File: src/rtl/pipe_hazard_ctrl_if.sv
// Hazard-controller bundle: hazard sources from the pipeline stages and the
// stall/bubble controls returned to every pipeline register and the PC.
interface pipe_hazard_ctrl_if;
  logic [4:0] id_rs;
  logic [4:0] id_rt;
  logic       id_use_rs;
  logic       id_use_rt;
  logic       id_use_hilo;
  logic       id_is_muldiv;
  logic [4:0] ex_rd;
  logic       ex_wen;
  logic       ex_is_load;
  logic       ex_muldiv_start;
  logic       ex_branch_taken;
  logic       mem_req;
  logic       mem_ready;
  logic       stall_pc;
  logic       stall_ifid;
  logic       stall_idex;
  logic       stall_exmem;
  logic       stall_memwb;
  logic       bubble_ifid;
  logic       bubble_idex;
  logic       bubble_exmem;
  logic       bubble_memwb;
  logic       muldiv_busy;

  modport master (
    input  id_rs, id_rt, id_use_rs, id_use_rt, id_use_hilo, id_is_muldiv,
    input  ex_rd, ex_wen, ex_is_load, ex_muldiv_start, ex_branch_taken,
    input  mem_req, mem_ready,
    output stall_pc, stall_ifid, stall_idex, stall_exmem, stall_memwb,
    output bubble_ifid, bubble_idex, bubble_exmem, bubble_memwb,
    output muldiv_busy
  );

  modport slave (
    output id_rs, id_rt, id_use_rs, id_use_rt, id_use_hilo, id_is_muldiv,
    output ex_rd, ex_wen, ex_is_load, ex_muldiv_start, ex_branch_taken,
    output mem_req, mem_ready,
    input  stall_pc, stall_ifid, stall_idex, stall_exmem, stall_memwb,
    input  bubble_ifid, bubble_idex, bubble_exmem, bubble_memwb,
    input  muldiv_busy
  );
endinterface

File: src/rtl/pipe_hazard_ctrl.sv
// Hazard/sequencing controller for the 5-stage MIPS pipeline.
// Define PIPE_HAZARD_CTRL_MULDIV_EN to track mul/div occupancy and stall HI/LO users.
module pipe_hazard_ctrl #(
  parameter int MULDIV_CYCLES = 32,
  parameter int CNT_W         = $clog2(MULDIV_CYCLES + 1)
) (
  input  logic                 clk,
  input  logic                 resetn,
  pipe_hazard_ctrl_if.master   hz
);

  logic mem_wait;
  logic load_use;
  logic md_haz;
  logic busy;

  assign mem_wait = hz.mem_req & ~hz.mem_ready;

  assign load_use = hz.ex_is_load & hz.ex_wen & (hz.ex_rd != 5'd0) &
                    ((hz.id_use_rs & (hz.id_rs == hz.ex_rd)) |
                     (hz.id_use_rt & (hz.id_rt == hz.ex_rd)));

`ifdef PIPE_HAZARD_CTRL_MULDIV_EN
  logic [CNT_W-1:0] cnt;

  // Counter keeps running through memory waits; an issue held by a wait does not load it.
  always_ff @(posedge clk or negedge resetn) begin
    if (!resetn)
      cnt <= '0;
    else if (hz.ex_muldiv_start && !mem_wait)
      cnt <= CNT_W'(MULDIV_CYCLES);
    else if (cnt != '0)
      cnt <= cnt - CNT_W'(1);
  end

  assign busy   = (cnt != '0);
  assign md_haz = busy & (hz.id_use_hilo | hz.id_is_muldiv);
`else
  logic unused_md;

  assign busy      = 1'b0;
  assign md_haz    = 1'b0;
  assign unused_md = ^{clk, hz.id_use_hilo, hz.id_is_muldiv, hz.ex_muldiv_start};
`endif

  logic s_pc, s_ifid, s_idex, s_exmem, s_memwb;
  logic b_ifid, b_idex, b_exmem, b_memwb;

  // Strict priority: memory wait, then taken branch (ID is wrong-path), then ID hazards.
  always_comb begin
    s_pc    = 1'b0;
    s_ifid  = 1'b0;
    s_idex  = 1'b0;
    s_exmem = 1'b0;
    s_memwb = 1'b0;
    b_ifid  = 1'b0;
    b_idex  = 1'b0;
    b_exmem = 1'b0;
    b_memwb = 1'b0;
    if (!resetn) begin
      b_ifid  = 1'b1;
      b_idex  = 1'b1;
      b_exmem = 1'b1;
      b_memwb = 1'b1;
    end else if (mem_wait) begin
      s_pc    = 1'b1;
      s_ifid  = 1'b1;
      s_idex  = 1'b1;
      s_exmem = 1'b1;
      b_memwb = 1'b1;
    end else if (hz.ex_branch_taken) begin
      b_ifid  = 1'b1;
      b_idex  = 1'b1;
    end else if (load_use || md_haz) begin
      s_pc    = 1'b1;
      s_ifid  = 1'b1;
      b_idex  = 1'b1;
    end
  end

  assign hz.stall_pc     = s_pc;
  assign hz.stall_ifid   = s_ifid;
  assign hz.stall_idex   = s_idex;
  assign hz.stall_exmem  = s_exmem;
  assign hz.stall_memwb  = s_memwb;
  assign hz.bubble_ifid  = b_ifid;
  assign hz.bubble_idex  = b_idex;
  assign hz.bubble_exmem = b_exmem;
  assign hz.bubble_memwb = b_memwb;
  assign hz.muldiv_busy  = busy;

endmodule

File: src/flat_wrapper.sv
// flat-port wrapper written by rule: the top's interface ports become plain ports
module pipe_hazard_ctrl_flat 
#(
  parameter int MULDIV_CYCLES = 32,
  parameter int CNT_W         = $clog2(MULDIV_CYCLES + 1)
)
  (clk, resetn, hz_id_rs, hz_id_rt, hz_id_use_rs, hz_id_use_rt, hz_id_use_hilo, hz_id_is_muldiv, hz_ex_rd, hz_ex_wen, hz_ex_is_load, hz_ex_muldiv_start, hz_ex_branch_taken, hz_mem_req, hz_mem_ready, hz_stall_pc, hz_stall_ifid, hz_stall_idex, hz_stall_exmem, hz_stall_memwb, hz_bubble_ifid, hz_bubble_idex, hz_bubble_exmem, hz_bubble_memwb, hz_muldiv_busy);
  pipe_hazard_ctrl_if hz_i ();
  input  logic clk;
  input  logic resetn;
  input wire logic [$bits(hz_i.id_rs)-1:0] hz_id_rs;
  input wire logic [$bits(hz_i.id_rt)-1:0] hz_id_rt;
  input wire logic [$bits(hz_i.id_use_rs)-1:0] hz_id_use_rs;
  input wire logic [$bits(hz_i.id_use_rt)-1:0] hz_id_use_rt;
  input wire logic [$bits(hz_i.id_use_hilo)-1:0] hz_id_use_hilo;
  input wire logic [$bits(hz_i.id_is_muldiv)-1:0] hz_id_is_muldiv;
  input wire logic [$bits(hz_i.ex_rd)-1:0] hz_ex_rd;
  input wire logic [$bits(hz_i.ex_wen)-1:0] hz_ex_wen;
  input wire logic [$bits(hz_i.ex_is_load)-1:0] hz_ex_is_load;
  input wire logic [$bits(hz_i.ex_muldiv_start)-1:0] hz_ex_muldiv_start;
  input wire logic [$bits(hz_i.ex_branch_taken)-1:0] hz_ex_branch_taken;
  input wire logic [$bits(hz_i.mem_req)-1:0] hz_mem_req;
  input wire logic [$bits(hz_i.mem_ready)-1:0] hz_mem_ready;
  output wire logic [$bits(hz_i.stall_pc)-1:0] hz_stall_pc;
  output wire logic [$bits(hz_i.stall_ifid)-1:0] hz_stall_ifid;
  output wire logic [$bits(hz_i.stall_idex)-1:0] hz_stall_idex;
  output wire logic [$bits(hz_i.stall_exmem)-1:0] hz_stall_exmem;
  output wire logic [$bits(hz_i.stall_memwb)-1:0] hz_stall_memwb;
  output wire logic [$bits(hz_i.bubble_ifid)-1:0] hz_bubble_ifid;
  output wire logic [$bits(hz_i.bubble_idex)-1:0] hz_bubble_idex;
  output wire logic [$bits(hz_i.bubble_exmem)-1:0] hz_bubble_exmem;
  output wire logic [$bits(hz_i.bubble_memwb)-1:0] hz_bubble_memwb;
  output wire logic [$bits(hz_i.muldiv_busy)-1:0] hz_muldiv_busy;
  assign hz_i.id_rs = hz_id_rs;
  assign hz_i.id_rt = hz_id_rt;
  assign hz_i.id_use_rs = hz_id_use_rs;
  assign hz_i.id_use_rt = hz_id_use_rt;
  assign hz_i.id_use_hilo = hz_id_use_hilo;
  assign hz_i.id_is_muldiv = hz_id_is_muldiv;
  assign hz_i.ex_rd = hz_ex_rd;
  assign hz_i.ex_wen = hz_ex_wen;
  assign hz_i.ex_is_load = hz_ex_is_load;
  assign hz_i.ex_muldiv_start = hz_ex_muldiv_start;
  assign hz_i.ex_branch_taken = hz_ex_branch_taken;
  assign hz_i.mem_req = hz_mem_req;
  assign hz_i.mem_ready = hz_mem_ready;
  assign hz_stall_pc = hz_i.stall_pc;
  assign hz_stall_ifid = hz_i.stall_ifid;
  assign hz_stall_idex = hz_i.stall_idex;
  assign hz_stall_exmem = hz_i.stall_exmem;
  assign hz_stall_memwb = hz_i.stall_memwb;
  assign hz_bubble_ifid = hz_i.bubble_ifid;
  assign hz_bubble_idex = hz_i.bubble_idex;
  assign hz_bubble_exmem = hz_i.bubble_exmem;
  assign hz_bubble_memwb = hz_i.bubble_memwb;
  assign hz_muldiv_busy = hz_i.muldiv_busy;
  pipe_hazard_ctrl #(.MULDIV_CYCLES(MULDIV_CYCLES), .CNT_W(CNT_W)) u_core (.clk(clk), .resetn(resetn), .hz(hz_i));
endmodule
File: config.mk
export PLATFORM = sky130hd
export DESIGN_NAME = pipe_hazard_ctrl_flat
export DESIGN_NICKNAME = d
export VERILOG_FILES = /design/src/rtl/pipe_hazard_ctrl_if.sv /design/src/rtl/pipe_hazard_ctrl.sv /design/src/flat_wrapper.sv
export SDC_FILE = /design/constraint.sdc
export NUM_CORES = 1
export LEC_CHECK = 0
export ABC_AREA = 0
export BUFFER_PORTS_ARGS = -buffer_cell sky130_fd_sc_hd__buf_4
export CAP_MARGIN = 10
export CORE_AREA = 2 2 39 41
export DETAILED_ROUTE_END_ITERATION = 6
export DIE_AREA = 0 0 41 43
export PLACE_DENSITY = 0.56
export SETUP_SLACK_MARGIN = 0.1
export SYNTH_ARGS = -nofsm -noshare
export SYNTH_HDL_FRONTEND = slang
export SYNTH_SLANG_ARGS = --single-unit
File: constraint.sdc
create_clock -name vclk -period 3.3
set_input_delay 0.495 -clock vclk [all_inputs]
set_output_delay 0.495 -clock vclk [all_outputs]
set_load 0.03 [all_outputs]
==> results.cfg, run 1 <==
[worst_setup_path]
required_ps = 2800
critical_path_class = in2out
cp-end-kind = output port
arrival_ps = 1580
crit_fanout = 3
worstSetupStartpointType = input port

[synth]
syn_inst = 33
syn_area_um2 = 223
seq_area_frac_synth = 0
ys_warn_count = 0
yosys-top-cells-count = xor2_1, buf_4, inv_1
yosysTopAreaCell = xor2_1
yosys.cell_types.count = 17
synth_most_common_cell = xor2_1
synthTopCellsByArea = xor2_1, buf_4, xnor2_1, nand4_1, nor4_2
yosys.area.top_type_share = 0.315
avgSynthCellArea_um2 = 6.75

[hold_path]
hold_depth = 3
holdPathEnd = hz_bubble_memwb
min_from = resetn
hp-class = in2out

[routing]
vias_per_cell = 3.84
drtAntennaViolNets = 0
routed_wl_um = 595
vias = 296
wl_per_cell_um = 7.73
drt-initial-drc-count = 0
dr.pass1.iters = 1
drc = 0

[clock_network]
cts_resized = 0
post_cts_buffers = 0
holdBufCountCts = 0

[placement]
placed_cells = 77
placed_area_um2 = 449
routabilityCongestion = 0.619
place_ws_ps = 1180
hpwl_um = 588
io_buffers = 31

[die]
core_area_um2 = 1380
fp.dieW_um = 41
die_area_um2 = 1760
ios = 37
initial_utilization = 0.161
chipHeight_um = 43
row_count = 14

[final_layout]
n_antenna_cell = 0
clockBufferCount = 0
regArea_um2 = 0
drive_gt1_frac = 0.541
multi_input_area_um2 = 185
fillers = 157
area_growth_pct = 102
final_area_um2 = 449
fin_cells = 77
seq_cells = 0
final_nets = 90

[global_routing]
grt_pass1_vias = 256
grt_pass1_wl_um = 938
grt_antenna_before_repair = 0
grt_use_total = 0.0709
grt-ovfl-total = 0
grt_max_degree = 4

[timing]
rsz0062_at_grt = false
hold_violations = 0
worst_slack_ps = 1220
setup_violations = 0
maxSlewViolCount = 0
period_minus_slack_ps = 2080
finalCritPeriodShare = 0.630
tns_ps = 0
max_freq_ghz = 0.481

[run_status]
status = completed

[power]
powerDensity_nw_per_um2 = 140
ir_drop_mv = 0.0351
p_leak_nw = 0.233

[run]
drv_cap = 0
cell type report:
cell class | count | share of cell area
inverter | 3 | 0.0251
timing repair buffer | 31 | 0.518
tap | 16 | 0.0446
multi-input combinational | 27 | 0.412
stage by stage:
stage | hold WS (ps) | utilization | total power [mW]
after global placement | 1270 | 0.325 | 0.0636
after CTS | 1270 | 0.325 | 0.0640
final | 1270 | 0.325 | 0.0631
after floorplan | 1110 | - | 0.0329
after detailed placement | 1270 | 0.325 | 0.0640
after global routing | 1280 | 0.325 | 0.0692
critical path: stages:
cell	delay [ps]
buf_4	120
xor2_1	150
nor4_1	310
a32oi_1	120
o21ai_1	190
buf_4	190
cell families (layout without fill, tap and decap cells):
| group | count (synthesis) | in the layout | synth area share |
|---|---|---|---|
| xor+xnor | 10 | 10 | 0.393 |
| buf+inv | 7 | 34 | 0.185 |
| compound gates | 4 | 4 | 0.107 |
| simple gates | 11 | 11 | 0.298 |
| other cells | 1 | 2 | 0.0168 |
worst max-delay path by stage:
stage | startpoint | endpoint
4_1_cts | hz_ex_rd[4] | hz_stall_ifid
3_5_place_dp | hz_ex_rd[4] | hz_stall_ifid
2_1_floorplan | hz_ex_rd[3] | hz_stall_pc
5_1_grt | hz_ex_rd[4] | hz_stall_pc
3_3_place_gp | hz_ex_rd[4] | hz_stall_ifid
6_report | hz_ex_rd[4] | hz_stall_ifid
routing by layer:
layer  GRT usage  wire [µm]
met1       0.108        216
met2       0.113        299
met3     0.00524         79
met4           0          0
met5           0          0
cells in the final DEF (no fill, tap or decap):
master     n
buf_4     31
o21ai_1    2
a21oi_1    1
nand2b_1   1
nor4_1     1
nor4_2     1
nor3_1     1
nand4_1    2
nor2_1     1
nand2_1    2
conb_1     2
a32oi_1    1
or2_2      1
xnor2_1    2
and2_0     1
xor2_1     8
inv_1      3
report_power, final:
group	internal (mW)	leakage [nW]	total (mW)	switching, mW
logic	0.0325	0.233	0.0631	0.0305
registers	0	0	0	0
clock network	0	0	0	0
total	0.0325	0.233	0.0631	0.0305
No activity file was read; power rests on OpenSTA's default activity.
==> inputs of run 2 (changes only) <==
==> constraint.sdc (replaced) <==
create_clock -name vclk -period 2
set_input_delay 0.3 -clock vclk [all_inputs]
set_output_delay 0.3 -clock vclk [all_outputs]
set_load 0.03 [all_outputs]
==> run 2 against run 1 <==
Sequential share of layout area is the same. Utilization up 0.27 points. Final area increased by 0.84%. Setup slack got worse by 920 ps. Clock-buffer cell count did not move. First-iteration DRC count is the same. Die area unchanged. Combinational power rose by 66%. Cell count is the same. Power grew 66%. Critical path type unchanged.
==> results.cfg, run 2 (synthesis results as in run 1) <==
[worst_setup_path]
arrival_ps = 1400
worstSetupStartpointType = input port
setup.worst_path.end = hz_stall_pc
crit_fanout = 3
cp-end-kind = output port
required_ps = 1700
startpoint = hz_ex_rd[4]
critical_path_class = in2out

[final_layout]
area_growth_pct = 103
final_common_cell = buf_4
clockBufferCount = 0
n_antenna_cell = 0
final_nets = 90
final_area_um2 = 453
multi_input_area_um2 = 189
final_cell_mix = buf_4, xor2_1, inv_1
fillers = 165
seq_cells = 0
drive_gt1_frac = 0.557
regArea_um2 = 0

[run]
drv_cap = 0

[power]
comb_power_share = 1.000
p_leak_nw = 0.235
p_sw_mw = 0.0511
internal-power_mw = 0.0539
ir_drop_mv = 0.0529
clockPowerShare = 0
powerDensity_nw_per_um2 = 232
switching_share = 0.487
power_frac_seq = 0

[routing]
vias = 306
drt-initial-drc-count = 0
drtAntennaViolNets = 0
vias_per_cell = 3.97
dr.pass1.iters = 1
drc = 0
wl_per_cell_um = 8.30
routed_wl_um = 639

[global_routing]
grt_pass1_vias = 285
grt_pass1_wl_mm = 1.04
grt-ovfl-total = 0
grt_antenna_before_repair = 0
grt_use_total = 0.0789
grt_max_degree = 4

[timing]
hold_violations = 0
maxSlewViolCount = 0
period_minus_slack_ps = 1700
setup_violations = 0
finalCritPeriodShare = 0.848
tns_ps = 0
rsz0062_at_grt = false
max_freq_ghz = 0.590

[placement]
hpwl_um = 627
placed_area_um2 = 453
routabilityCongestion = 0.660
io_buffers = 31

[clock_network]
cts_resized = 0
post_cts_buffers = 0
holdBufCountCts = 0

[die]
ios = 37
row_count = 14
fp.dieW_um = 41
core_area_um2 = 1380
initial_utilization = 0.161
chipHeight_um = 43
die_area_um2 = 1760

[hold_path]
hp-class = in2out

[run_status]
status = completed
## run 2: worst max-delay path, stage by stage
cell and delay, ps:
buf_4 120, xor2_1 150, nor4_1 320, a32oi_1 140
o21ai_2 180, buf_4 180
## run 2: worst min-delay path by stage
stage	from	end	slack, ps	cells after the start
after floorplan	resetn	hz_bubble_exmem	720	1
after global placement	resetn	hz_bubble_memwb	880	3
after detailed placement	resetn	hz_bubble_memwb	880	3
after CTS	resetn	hz_bubble_memwb	880	3
after global routing	resetn	hz_bubble_memwb	900	3
final	resetn	hz_bubble_memwb	880	3
## run 2: layer usage
metal,wire [µm],global-route usage
met3,72,0
met4,0,0
met1,215,0.0886
met5,0,0
met2,351,0.159
## run 2: power groups by stage
stage | clock, mW | sequential (mW) | combinational (mW)
finish | 0 | 0 | 0.105
global route | 0 | 0 | 0.115
CTS | 0 | 0 | 0.107
detailed placement | 0 | 0 | 0.106
global placement | 0 | 0 | 0.105
floorplan | 0 | 0 | 0.0549
## run 2: final cells by class
class / count / share of cell area
inverter: 3 / 0.0249
timing repair buffer: 31 / 0.514
tap: 16 / 0.0442
multi-input combinational: 27 / 0.417
## run 2: per-stage QoR
stage	hold WS (ps)	setup WS, ps	power, mW	util	std cells
after global routing	896	223	0.115	0.327	77
after detailed placement	877	283	0.106	0.327	77
final	879	304	0.105	0.327	77
after global placement	878	322	0.105	0.327	77
after floorplan	722	254	0.0549	-	34
after CTS	881	286	0.107	0.327	77
==> inputs of run 3 (changes only) <==
--- a/config.mk
+++ b/config.mk
@@ -11,7 +11,7 @@
 export CORE_AREA = 2 2 39 41
 export DETAILED_ROUTE_END_ITERATION = 6
 export DIE_AREA = 0 0 41 43
-export PLACE_DENSITY = 0.56
+export PLACE_DENSITY = 0.58
 export SETUP_SLACK_MARGIN = 0.1
 export SYNTH_ARGS = -nofsm -noshare
 export SYNTH_HDL_FRONTEND = slang
==> constraint.sdc (replaced) <==
create_clock -name vclk -period 1.46
set_input_delay 0.219 -clock vclk [all_inputs]
set_output_delay 0.219 -clock vclk [all_outputs]
set_load 0.03 [all_outputs]
==> run 3 against run 2 <==
Sequential cell count unchanged. Sequential share of layout area stayed put. Hold slack got worse by 160 ps. Largest cell class unchanged. Power grew 49%. Die area unchanged. The flow now finishes with violations (negative setup slack). Critical endpoint is now hz_stall_ifid. Critical path depth stayed put. Utilization is 3.8 points higher. Setup slack got worse by 310 ps. Wire length down 3.3%.
==> results.cfg, run 3 (synthesis results as in run 1) <==
[timing]
tns_ps = -16.6
rsz0062_at_grt = true
worst_slack_ps = -8.58
period_minus_slack_ps = 1470
max_freq_ghz = 0.681
maxSlewViolCount = 0
hold_violations = 0
hold_slack_ps = 718
finalCritPeriodShare = 1.01
setup_violations = 2

[worst_setup_path]
startpoint = hz_id_rt[2]
required_ps = 1240
arrival_ps = 1250
setup.worst_path.end = hz_stall_ifid
crit_fanout = 2
critical_path_class = in2out
cp-end-kind = output port
worstSetupStartpointType = input port

[global_routing]
grt_max_degree = 4
grt-ovfl-total = 0
grt_pass1_wl_mm = 1.05
grt_antenna_before_repair = 0
grt_use_total = 0.0779
grt_pass1_vias = 288

[placement]
io_buffers = 31
placed_cells = 80
routabilityCongestion = 0.644

[routing]
dr.pass1.iters = 1
drt-initial-drc-count = 0
vias = 315
drc = 0
drtAntennaViolNets = 0
wl_per_cell_um = 7.73
vias_per_cell = 3.94
routed_wl_um = 618

[die]
die_area_um2 = 1760
initial_utilization = 0.161
core_area_um2 = 1380
chipHeight_um = 43
ios = 37
row_count = 14
fp.dieW_um = 41

[final_layout]
final_cell_mix = buf_4, xor2_1, buf_6
n_antenna_cell = 0
final_common_cell = buf_4
clockBufferCount = 0
area_growth_pct = 127
seq_cells = 0
regArea_um2 = 0
fillers = 156
final_nets = 93
drive_gt1_frac = 0.578
fin_cells = 80

[hold_path]
min_from = resetn
hp-class = in2out

[clock_network]
post_cts_buffers = 0
holdBufCountCts = 0

[power]
ir_drop_mv = 0.0877
total_power_mw = 0.157
p_leak_nw = 0.259
powerDensity_nw_per_um2 = 310

[run_status]
failed_checks = negative setup slack
status = finished with violations

[run]
drv_cap = 0
==> run 3: worst min-delay path by stage <==
stage	slack (ps)	endpoint	cells after the start
detailed placement	720	hz_bubble_memwb	3
finish	720	hz_bubble_memwb	3
global placement	720	hz_bubble_memwb	3
CTS	720	hz_bubble_memwb	3
global route	740	hz_bubble_memwb	3
floorplan	560	hz_bubble_exmem	1
==> run 3: repair_timing <==
| action | 4_1_cts | 5_1_grt |
|---|---|---|
| pin swaps | 3 | 5 |
| setup endpoints to repair | 3 | 3 |
| resized for setup | 4 | 4 |
==> run 3: where the power goes <==
group / switching, mW / internal [mW] / total, mW
registers: 0 / 0 / 0
logic: 0.0711 / 0.0858 / 0.157
clock network: 0 / 0 / 0
==> run 3: metrics by stage <==
stage	setup WS, ps	utilization	area (µm²)
detailed placement	-45.2	0.344	475
floorplan	-68.0	-	234
global route	-77.8	0.365	505
finish	-8.58	0.365	505
CTS	-32.3	0.354	490
global placement	-38.5	0.344	475
==> run 3: layout make-up <==
class,instances,area [µm²],area share
timing repair buffer,34,285,0.564
multi-input combinational,27,189,0.374
tap,16,20.0,0.0396
inverter,3,11.3,0.0223
==> run 3: critical path, stage by stage <==
cell and delay (ps):
buf_6 90, xor2_1 150, nor4_1 290, a32oi_1 130, o21ai_2 210, buf_6 150
==> run 3: layer usage <==
layer / part of all wire / GRT usage / vias to the layer above
li1: - / - / 168
met1: 0.34 / 0.0949 / 129
met2: 0.53 / 0.147 / 18
met3: 0.13 / 0.00524 / 0
met4: 0 / 0 / 0
met5: 0 / 0 / -
